File: config.mk
export PLATFORM = sky130hd
export DESIGN_NAME = uart_rx
export DESIGN_NICKNAME = d
export VERILOG_FILES = /design/src/rtl/uart_pkg.sv /design/src/rtl/uart_sync2.sv /design/src/rtl/uart_rx.sv
export SDC_FILE = /design/constraint.sdc
export NUM_CORES = 1
export LEC_CHECK = 0
export ABC_AREA = 0
export BUFFER_PORTS_ARGS = -buffer_cell sky130_fd_sc_hd__buf_2
export CORE_MARGIN = 1
export CORE_UTILIZATION = 35
export CTS_BUF_LIST = sky130_fd_sc_hd__clkbuf_2
export DETAILED_ROUTE_END_ITERATION = 8
export PLACE_DENSITY = 0.62
export REMOVE_ABC_BUFFERS = 1
export SYNTH_ARGS = -nofsm -noshare
export SYNTH_HDL_FRONTEND = slang
export SYNTH_SLANG_ARGS = --single-unit
File: constraint.sdc
create_clock -name i_clk -period 2.1 [get_ports i_clk]
set_clock_uncertainty 0.15 [all_clocks]
set_input_delay 0.42 -clock i_clk [delete_from_list [all_inputs] [get_ports i_clk]]
set_output_delay 0.42 -clock i_clk [all_outputs]
set_load 0.02 [all_outputs]
File: src/rtl/uart_pkg.sv
// Shared UART definitions: FSM state encodings, default bit period and
// frame width. Used by both the receiver (uart_rx) and TX_MODULE.
package uart_pkg;

   // Default bit period: 100 MHz clock / 115200 baud
   localparam int DEF_BIT_CLK_PER = 868;
   localparam int DATA_BITS       = 8;

   // FSM state encodings (3-bit, plain constants for legacy tools)
   localparam logic [2:0] ST_IDLE      = 3'd0;
   localparam logic [2:0] ST_START     = 3'd1;
   localparam logic [2:0] ST_DATA      = 3'd2;
   localparam logic [2:0] ST_STOP      = 3'd3;
   localparam logic [2:0] ST_WAIT_HIGH = 3'd4;
   localparam logic [2:0] ST_PARITY    = 3'd5;

   // True while a frame is being received (start bit through stop bit)
   function automatic logic is_frame_state(input logic [2:0] state);
      return (state == ST_START) || (state == ST_DATA) ||
             (state == ST_PARITY) || (state == ST_STOP);
   endfunction

endpackage

File: src/rtl/uart_sync2.sv
// Two-flop synchronizer for a single asynchronous input. The reset value is
// a parameter so idle-high lines (UART RX) do not see a false edge at reset.
module uart_sync2 #(
   parameter logic RESET_VAL = 1'b1
) (
   input  logic i_clk,
   input  logic i_reset_n,
   input  logic i_async,
   output logic o_sync
);

   logic r_meta;
   logic r_sync;

   // Two-stage capture of the asynchronous input
   always_ff @(posedge i_clk or negedge i_reset_n) begin
      if (!i_reset_n) begin
         r_meta <= RESET_VAL;
         r_sync <= RESET_VAL;
      end else begin
         // NOTE: non-blocking assignments make r_sync take the old r_meta, so
         // the input really crosses two flops instead of collapsing into one.
         r_meta <= i_async;
         r_sync <= r_meta;
      end
   end

   assign o_sync = r_sync;

endmodule

File: src/rtl/uart_rx.sv
// UART receiver, 8N1, LSB first. Samples each bit in its middle using a
// BIT_CLK_PER-clock bit period and emits one-cycle valid / frame-error pulses.
// Optional feature: define UART_RX_PARITY_EN to add a parity bit between the
// data bits and the stop bit (parameter PARITY_ODD, output o_parity_err).
module uart_rx
   import uart_pkg::*;
#(
   parameter int BIT_CLK_PER = DEF_BIT_CLK_PER
`ifdef UART_RX_PARITY_EN
   ,
   parameter bit PARITY_ODD = 1'b0
`endif
) (
   input  logic                 i_clk,
   input  logic                 i_reset_n,
   input  logic                 i_rx_serial,
   output logic                 o_rx_valid,
   output logic [DATA_BITS-1:0] o_rx_byte,
   output logic                 o_rx_active,
`ifdef UART_RX_PARITY_EN
   output logic                 o_parity_err,
`endif
   output logic                 o_frame_err
);

   localparam int               CNT_W    = $clog2(BIT_CLK_PER);
   localparam logic [CNT_W-1:0] CNT_LAST = CNT_W'(BIT_CLK_PER - 1);
   localparam logic [CNT_W-1:0] CNT_HALF = CNT_W'(BIT_CLK_PER / 2 - 1);
   localparam logic [CNT_W-1:0] CNT_ONE  = CNT_W'(1);
   localparam logic [2:0]       LAST_BIT = 3'(DATA_BITS - 1);
`ifdef UART_RX_PARITY_EN
   localparam logic [2:0]       ST_AFTER_DATA = ST_PARITY;
`else
   localparam logic [2:0]       ST_AFTER_DATA = ST_STOP;
`endif

   logic                 w_rx_s;
   logic                 w_cnt_last;
   logic [2:0]           r_state;
   logic [CNT_W-1:0]     r_clk_cnt;
   logic [2:0]           r_bit_idx;
   logic [DATA_BITS-1:0] r_shift;
   logic [DATA_BITS-1:0] r_byte;
   logic                 r_valid;
   logic                 r_frame_err;
`ifdef UART_RX_PARITY_EN
   logic                 r_par_bit;
   logic                 r_par_err;
`endif

   uart_sync2 #(.RESET_VAL(1'b1)) u_sync (
      .i_clk     (i_clk),
      .i_reset_n (i_reset_n),
      .i_async   (i_rx_serial),
      .o_sync    (w_rx_s)
   );

   assign w_cnt_last = (r_clk_cnt == CNT_LAST);

   // Frame FSM: start-bit qualification, mid-bit sampling and result pulses
   always_ff @(posedge i_clk or negedge i_reset_n) begin
      if (!i_reset_n) begin
         r_state     <= ST_IDLE;
         r_clk_cnt   <= '0;
         r_bit_idx   <= '0;
         r_shift     <= '0;
         r_byte      <= '0;
         r_valid     <= 1'b0;
         r_frame_err <= 1'b0;
`ifdef UART_RX_PARITY_EN
         r_par_bit   <= 1'b0;
         r_par_err   <= 1'b0;
`endif
      end else begin
         // NOTE: pulse outputs default low every cycle; only the STOP branch
         // raises them, which guarantees single-cycle strobes.
         r_valid     <= 1'b0;
         r_frame_err <= 1'b0;
`ifdef UART_RX_PARITY_EN
         r_par_err   <= 1'b0;
`endif
         case (r_state)
            ST_IDLE: begin
               if (!w_rx_s) begin
                  r_state   <= ST_START;
                  r_clk_cnt <= '0;
               end
            end
            ST_START: begin
               if (r_clk_cnt == CNT_HALF) begin
                  r_clk_cnt <= '0;
                  r_bit_idx <= '0;
                  // Still low at mid start bit: real frame, else a glitch
                  r_state   <= w_rx_s ? ST_IDLE : ST_DATA;
               end else begin
                  r_clk_cnt <= r_clk_cnt + CNT_ONE;
               end
            end
            ST_DATA: begin
               if (w_cnt_last) begin
                  r_clk_cnt          <= '0;
                  r_shift[r_bit_idx] <= w_rx_s;
                  if (r_bit_idx == LAST_BIT) r_state   <= ST_AFTER_DATA;
                  else                       r_bit_idx <= r_bit_idx + 3'd1;
               end else begin
                  r_clk_cnt <= r_clk_cnt + CNT_ONE;
               end
            end
`ifdef UART_RX_PARITY_EN
            ST_PARITY: begin
               if (w_cnt_last) begin
                  r_clk_cnt <= '0;
                  r_par_bit <= w_rx_s;
                  r_state   <= ST_STOP;
               end else begin
                  r_clk_cnt <= r_clk_cnt + CNT_ONE;
               end
            end
`endif
            ST_STOP: begin
               if (w_cnt_last) begin
                  r_clk_cnt <= '0;
                  if (w_rx_s) begin
                     // Leave mid-stop-bit so a following start bit is not missed
                     r_byte  <= r_shift;
                     r_valid <= 1'b1;
                     r_state <= ST_IDLE;
`ifdef UART_RX_PARITY_EN
                     r_par_err <= ((^r_shift) ^ r_par_bit) != PARITY_ODD;
`endif
                  end else begin
                     r_frame_err <= 1'b1;
                     r_state     <= ST_WAIT_HIGH;
                  end
               end else begin
                  r_clk_cnt <= r_clk_cnt + CNT_ONE;
               end
            end
            ST_WAIT_HIGH: begin
               // Break condition: wait for the line to recover before rearming
               if (w_rx_s) r_state <= ST_IDLE;
            end
            default: r_state <= ST_IDLE;
         endcase
      end
   end

   assign o_rx_valid  = r_valid;
   assign o_rx_byte   = r_byte;
   assign o_frame_err = r_frame_err;
   assign o_rx_active = is_frame_state(r_state);
`ifdef UART_RX_PARITY_EN
   assign o_parity_err = r_par_err;
`endif

endmodule

---- After elaboration in Yosys (flattened, before gate mapping) ----
Index checks and enable logic that the tools add are counted.
word-level totals
  flip-flop bits (word level) ............. 36
  output and inout bits ................... 11
  logic and storage cells ................. 67
cells by class
  add/subtract/negate cells ............... 2
  $lt $le $gt $ge ......................... 2
  equality and inequality tests ........... 15
  muxes and demuxes ....................... 26
  reduce and logical (&&, ||, !) cells .... 13
operator list
  operator               count
  $mux 10                3
  $mux 3                 10
  $pmux 10 s3            1
  $pmux 3 s5             1
  $ne 2x2->1 const B     6
  $add 10x1->10 const B  1
  $eq 10x10->1 const B   1
  $eq 10x9->1 const B    1
  $eq 3x3->1 const B     3
  $bwmux 8               1
  $mux 1                 7
  $eq 3x2->1 const B     2
  $pmux 3 s2             1
  $reduce_and 6->1       1
  $lt 3x4->1 const B     1
  $reduce_and 2->1       2
  $reduce_and 4->1       1
  $add 3x1->3 const B    1
  $demux 1 s3            1
  $eq 3x1->1 const B     1
  $ge 3x1->1 const B     1
  $logic_not 3->1        1
  $logic_or 1x1->1       3
  $reduce_and 3->1       1
  6 further kinds        6

---- Logic depth before layout (Yosys ltp) ----
  word-level depth ........................ 5
  mapped depth ............................ 7
  mapped depth without buffers ............ 6

---- Modules after synthesis ----
From an unflattened synthesis, not the netlist that was laid out.
unflattened totals
  cell total of the unflattened synthesis .. 163
  area total of the unflattened synthesis .. 1784.2 um^2
by module, submodules not included
  module      times used  cells each  area an instance (um^2)
  uart_rx     1           161         1731.7
  uart_sync2  1           2           52.6

---- Worst setup path after synthesis ----
No wires, ideal clock.
  path type ............................... flip-flop to flip-flop
  from .................................... reg r_clk_cnt[0]
  to ...................................... reg r_bit_idx[0]
  library setup time ...................... 0.125 ns
  data arrival time ....................... 1.920 ns
  data required time ...................... 1.825 ns
  setup slack ............................. -0.094 ns
  stages on the path, launching flop included .. 6
  path buffers ............................ 0
  period minus slack after synthesis ...... 2.194 ns
  cell sequence ........................... dfrtp_1 -> ha_1 -> nand4bb_1 -> or4_1 -> a21oi_2 -> mux2_2
on the way
  word-level cells in the longest chain between the ends .. 3
RTL lines
  item                                         line                          RTL
  start, declared                              uart_rx.sv:40                 logic [CNT_W-1:0] r_clk_cnt;
  start signal, assigned                       uart_rx.sv:96                 r_clk_cnt <= r_clk_cnt + CNT_ONE;
  start signal, assigned                       uart_rx.sv:106                r_clk_cnt <= r_clk_cnt + CNT_ONE;
  start signal, assigned                       uart_rx.sv:136                r_clk_cnt <= r_clk_cnt + CNT_ONE;
  $eq 10x9->1 or $eq 10x10->1 (tied branches)  uart_rx.sv:90, uart_rx.sv:58
  $ne 2x2->1 (no line)                         n/a
  $reduce_and 4->1 (no line) *                 n/a
  end signal, assigned                         uart_rx.sv:104                else r_bit_idx <= r_bit_idx + 3'd1;
  end, declared                                uart_rx.sv:41                 logic [2:0] r_bit_idx;
Mark *: on every way between the ends. The rest lies on a longest branch, timed or not.
A chain may end at the register's enable or synchronous reset.

---- Worst setup path in the final report ----
  from .................................... reg r_bit_idx[0]
  to ...................................... reg r_bit_idx[0]
on the way
  word-level cells in the longest chain between the ends .. 4
RTL lines
  item         line            RTL
  $add 3x1->3  uart_rx.sv:104
  $mux 3       uart_rx.sv:103  if (r_bit_idx == LAST_BIT) r_state <= ST_AFTER_DATA;
  $mux 3       uart_rx.sv:100  if (w_cnt_last) begin
  $pmux 3 s2   uart_rx.sv:82   case (r_state)
Parallel ways exist; a longest one is shown, timed or not. The select of a mux whose other input is x is not followed.

==> impl_results.rst <==
.. list-table::
   :header-rows: 1

   * - Metric
     - Value
   * - Post-CTS clock slew at the launch and capture registers of the worst setup and hold paths
     - 180 ps
   * - Layout Nets
     - 220
   * - # port buffers
     - 13
   * - Maximum level of the CTS H-tree
     - 2
   * - Initial cell density of the core
     - 0.3632
   * - Dominant cells by area after synthesis
     - sky130_fd_sc_hd__dfrtp_1, sky130_fd_sc_hd__mux2_2, sky130_fd_sc_hd__dfstp_2, sky130_fd_sc_hd__ha_1, sky130_fd_sc_hd__o21ai_0
   * - Number of global-route vias before repair
     - 1,402
   * - Number of cells produced by synthesis
     - 165
   * - Static power due to leakage
     - 1.163 nW
   * - Critical Path AT
     - 2220 ps
   * - Area of all placed cells without fillers
     - 0.002415 mm2
   * - Synth async-reset ratio
     - 1.000
   * - Critical path endpoint category
     - flop
   * - Maximum count of clock buffers along a single path
     - 2
   * - Total negative slack
     - 0 ps
   * - Portion of the clock cycle consumed by the worst path in the final layout
     - 0.9975
   * - Layout fillers
     - 500
   * - # setup viols final
     - 0
   * - Remaining DRCs
     - 0
   * - Setup repair after global routing missed its margin
     - true
   * - Fin. Hold Viols
     - 0
   * - Vias post-DR
     - 1,441
   * - Tot Pwr
     - 1.154 mW
   * - Synth Flop Type
     - sky130_fd_sc_hd__dfrtp_1
   * - I/O pins
     - 14
   * - Biggest area consumer among synthesized cells
     - sky130_fd_sc_hd__dfrtp_1
   * - Post-route antenna net violation count
     - 0
   * - Peak supply drop
     - 0.3030 mV
   * - Clock tree from TritonCTS
     - done
   * - Fraction of final layout cells sized beyond drive strength 1
     - 0.4579
   * - Multi-input gate area
     - 989.7 um2
   * - Average detailed-routed wire length per instance
     - 13.33 um
   * - Run status
     - complete, no violations
   * - Type of the worst min-delay path
     - flop to flop
   * - Reg-to-reg startpoint
     - r_bit_idx[0]
   * - Least-Margin Pin Slew
     - 444.8 ps
   * - Aggregate routed wire length
     - 3.787 mm
   * - Type of the setup path with the least slack
     - flop to flop
   * - Number of antenna violations at the first check in global routing
     - 0
   * - Smallest hold slack
     - 217.4 ps
   * - Row count
     - 26
   * - Portion of the post-synthesis area used by sequential elements
     - 0.4902
   * - Startpoint class of the critical path
     - flop
   * - Number of clock buffers inserted by TritonCTS
     - 5
   * - Maximum number of pins on one net before global-route repair
     - 37
   * - Half-perimeter wire length after detailed placement
     - 2.665 mm
   * - Flops & latches, synth
     - 36
   * - Most frequent standard cell in the layout excluding fill and tap cells
     - sky130_fd_sc_hd__dfrtp_1
   * - Avg Synthesized Cell Area
     - 11.17 um2
   * - Area occupied by registers
     - 903.4 um2
   * - Cell chosen for the clock root
     - sky130_fd_sc_hd__clkbuf_2
   * - Start point of the worst min-delay path
     - u_sync.r_meta
   * - First element of the critical path
     - r_bit_idx[0]
   * - Number of distinct library cells after synthesis
     - 47
   * - Mean number of vias per cell
     - 5.074
   * - Highest clock frequency the design can meet
     - 0.4774 GHz
   * - Aggregate global routing overflow
     - 0
   * - Final weighted congestion of routability-driven global placement
     - 0.8025
   * - Instance area at placement
     - 0.002175 mm2
   * - Area share of the leading cell type in the synthesized netlist
     - 0.4616
   * - Crit-path max FO
     - 3
   * - Worst slew margin
     - 0.7035
   * - Chip width
     - 74.57 um
   * - Area growth from synthesis to layout
     - 31.03%
   * - DR pass1 iterations
     - 4
   * - Required time of the critical path
     - 2220 ps
   * - Global-route wire length before repair
     - 6.244 mm
   * - Number of enable-type register cells in the synthesized netlist
     - 0
   * - Leading cell types in the layout, fill and taps excluded
     - sky130_fd_sc_hd__dfrtp_1, sky130_fd_sc_hd__buf_4, sky130_fd_sc_hd__mux2_2
   * - Height of the chip
     - 74.57 um
   * - Summed instance area of the synthesized netlist
     - 0.001843 mm2
   * - Aggregate global-route resource usage
     - 0.1467
   * - First DRT Iteration DRCs
     - 81
   * - DIE AREA
     - 0.005560 mm2
   * - Antenna Diode Count
     - 0
   * - Placeable core region
     - 0.005075 mm2
   * - YS warnings
     - 0
   * - Power density cells
     - 477.7 mW/mm2
   * - # Max-Cap Violations
     - 0
   * - Number of pins exceeding their max-slew limit in the final report
     - 0
   * - Clock sink count
     - 36
   * - Period minus WS final
     - 2095 ps
   * - Insertion delay of the later-clocked pin in the worst-skew pair
     - 360 ps
## area by class of cell
cell class              count  share of cell area
clock buffers               6             0.01244
flip-flops and latches     36              0.3741
inverters                   5            0.007772
well taps                  70             0.03627
clock inverters             2             0.01451
multi-input cells         116              0.4098
repair buffers             49              0.1451
## cells by family (layout without fill, tap and decap cells)
family | count (synthesis) | after routing | synth area share
AOI/OAI and AO/OA | 34 | 34 | 0.1215
DFF | 36 | 36 | 0.4902
adders and majority gates | 4 | 4 | 0.02716
and+or+nand+nor | 59 | 59 | 0.2098
buffers and inverters | 13 | 62 | 0.03530
muxes | 19 | 19 | 0.1161
## metal layers
metal	part of all wire	track usage	vias up
li1	-	-	703
met1	0.47	0.1759	717
met2	0.50	0.2613	19
met3	0.027	0.03659	2
met4	0.0024	0.03774	0
met5	0	0	-
## timing repair
action | CTS | global route
gates resized for setup | 4 | 27
hold buffers | 2 | 0
pin swaps | 3 | 8
hold endpoints to repair | 35 | 0
endpoints found under the setup margin | 4 | 21
setup buffers | 2 | 2
## worst max-delay path, cell delays in order, from the launching register on
cell                      delay [ps]
sky130_fd_sc_hd__dfrtp_1         420
sky130_fd_sc_hd__ha_2            200
sky130_fd_sc_hd__ha_4            160
sky130_fd_sc_hd__or4_4           540
sky130_fd_sc_hd__a21oi_4         230
sky130_fd_sc_hd__mux2_4          320
## report_power, final
part	total (mW)	internal [mW]	switching, mW
combinational	0.0236	0.00680	0.0168
clock	0.429	0.205	0.224
sequential	0.701	0.698	0.00298
## state kept, by name, indices dropped and copies added (netlist names)
| signal | flops |
|---|---|
| r_clk_cnt | 10 |
| o_rx_byte | 8 |
| r_shift | 8 |
| r_bit_idx | 3 |
| r_state | 3 |
| o_frame_err | 1 |
| o_rx_valid | 1 |
| u_sync.o_sync | 1 |
| u_sync.r_meta | 1 |
## stage by stage
stage | std cells | util | setup WS (ps)
2_1_floorplan | 157 | - | -94.46
3_3_place_gp | 270 | 0.4285 | -20.58
3_5_place_dp | 270 | 0.4285 | -37.16
4_1_cts | 282 | 0.4524 | -33.66
5_1_grt | 284 | 0.4758 | -61.56
6_report | 284 | 0.4758 | 5.251
## worst paths after layout
check,to,slack (ps),cells past startpoint
max in group asynchronous,u_sync.r_meta,990,3
min,u_sync.o_sync,220,0
min reg2reg,u_sync.o_sync,220,0
min in group asynchronous,o_rx_byte[4],440,3
max,r_bit_idx[0],5,5
max reg2reg,r_bit_idx[0],5,5
## Yosys cell counts, types with 2 or more instances
cell / number
sky130_fd_sc_hd__a21oi_1: 6
sky130_fd_sc_hd__a22oi_1: 2
sky130_fd_sc_hd__and3_1: 2
sky130_fd_sc_hd__and4bb_2: 2
sky130_fd_sc_hd__buf_6: 2
sky130_fd_sc_hd__clkbuf_1: 5
sky130_fd_sc_hd__dfrtp_1: 34
sky130_fd_sc_hd__dfstp_2: 2
sky130_fd_sc_hd__ha_1: 4
sky130_fd_sc_hd__inv_1: 5
sky130_fd_sc_hd__mux2_1: 2
sky130_fd_sc_hd__mux2_2: 17
sky130_fd_sc_hd__nand2_1: 12
sky130_fd_sc_hd__nand3_1: 4
sky130_fd_sc_hd__nand4_1: 3
sky130_fd_sc_hd__nand4b_1: 4
sky130_fd_sc_hd__nor2_1: 11
sky130_fd_sc_hd__nor2b_1: 2
sky130_fd_sc_hd__o211ai_1: 5
sky130_fd_sc_hd__o21ai_0: 9
sky130_fd_sc_hd__o21bai_1: 2
sky130_fd_sc_hd__o221ai_1: 2
sky130_fd_sc_hd__o41ai_1: 2
sky130_fd_sc_hd__or3_1: 2
sky130_fd_sc_hd__or3b_4: 2
Power figures use the tool's default switching activity.
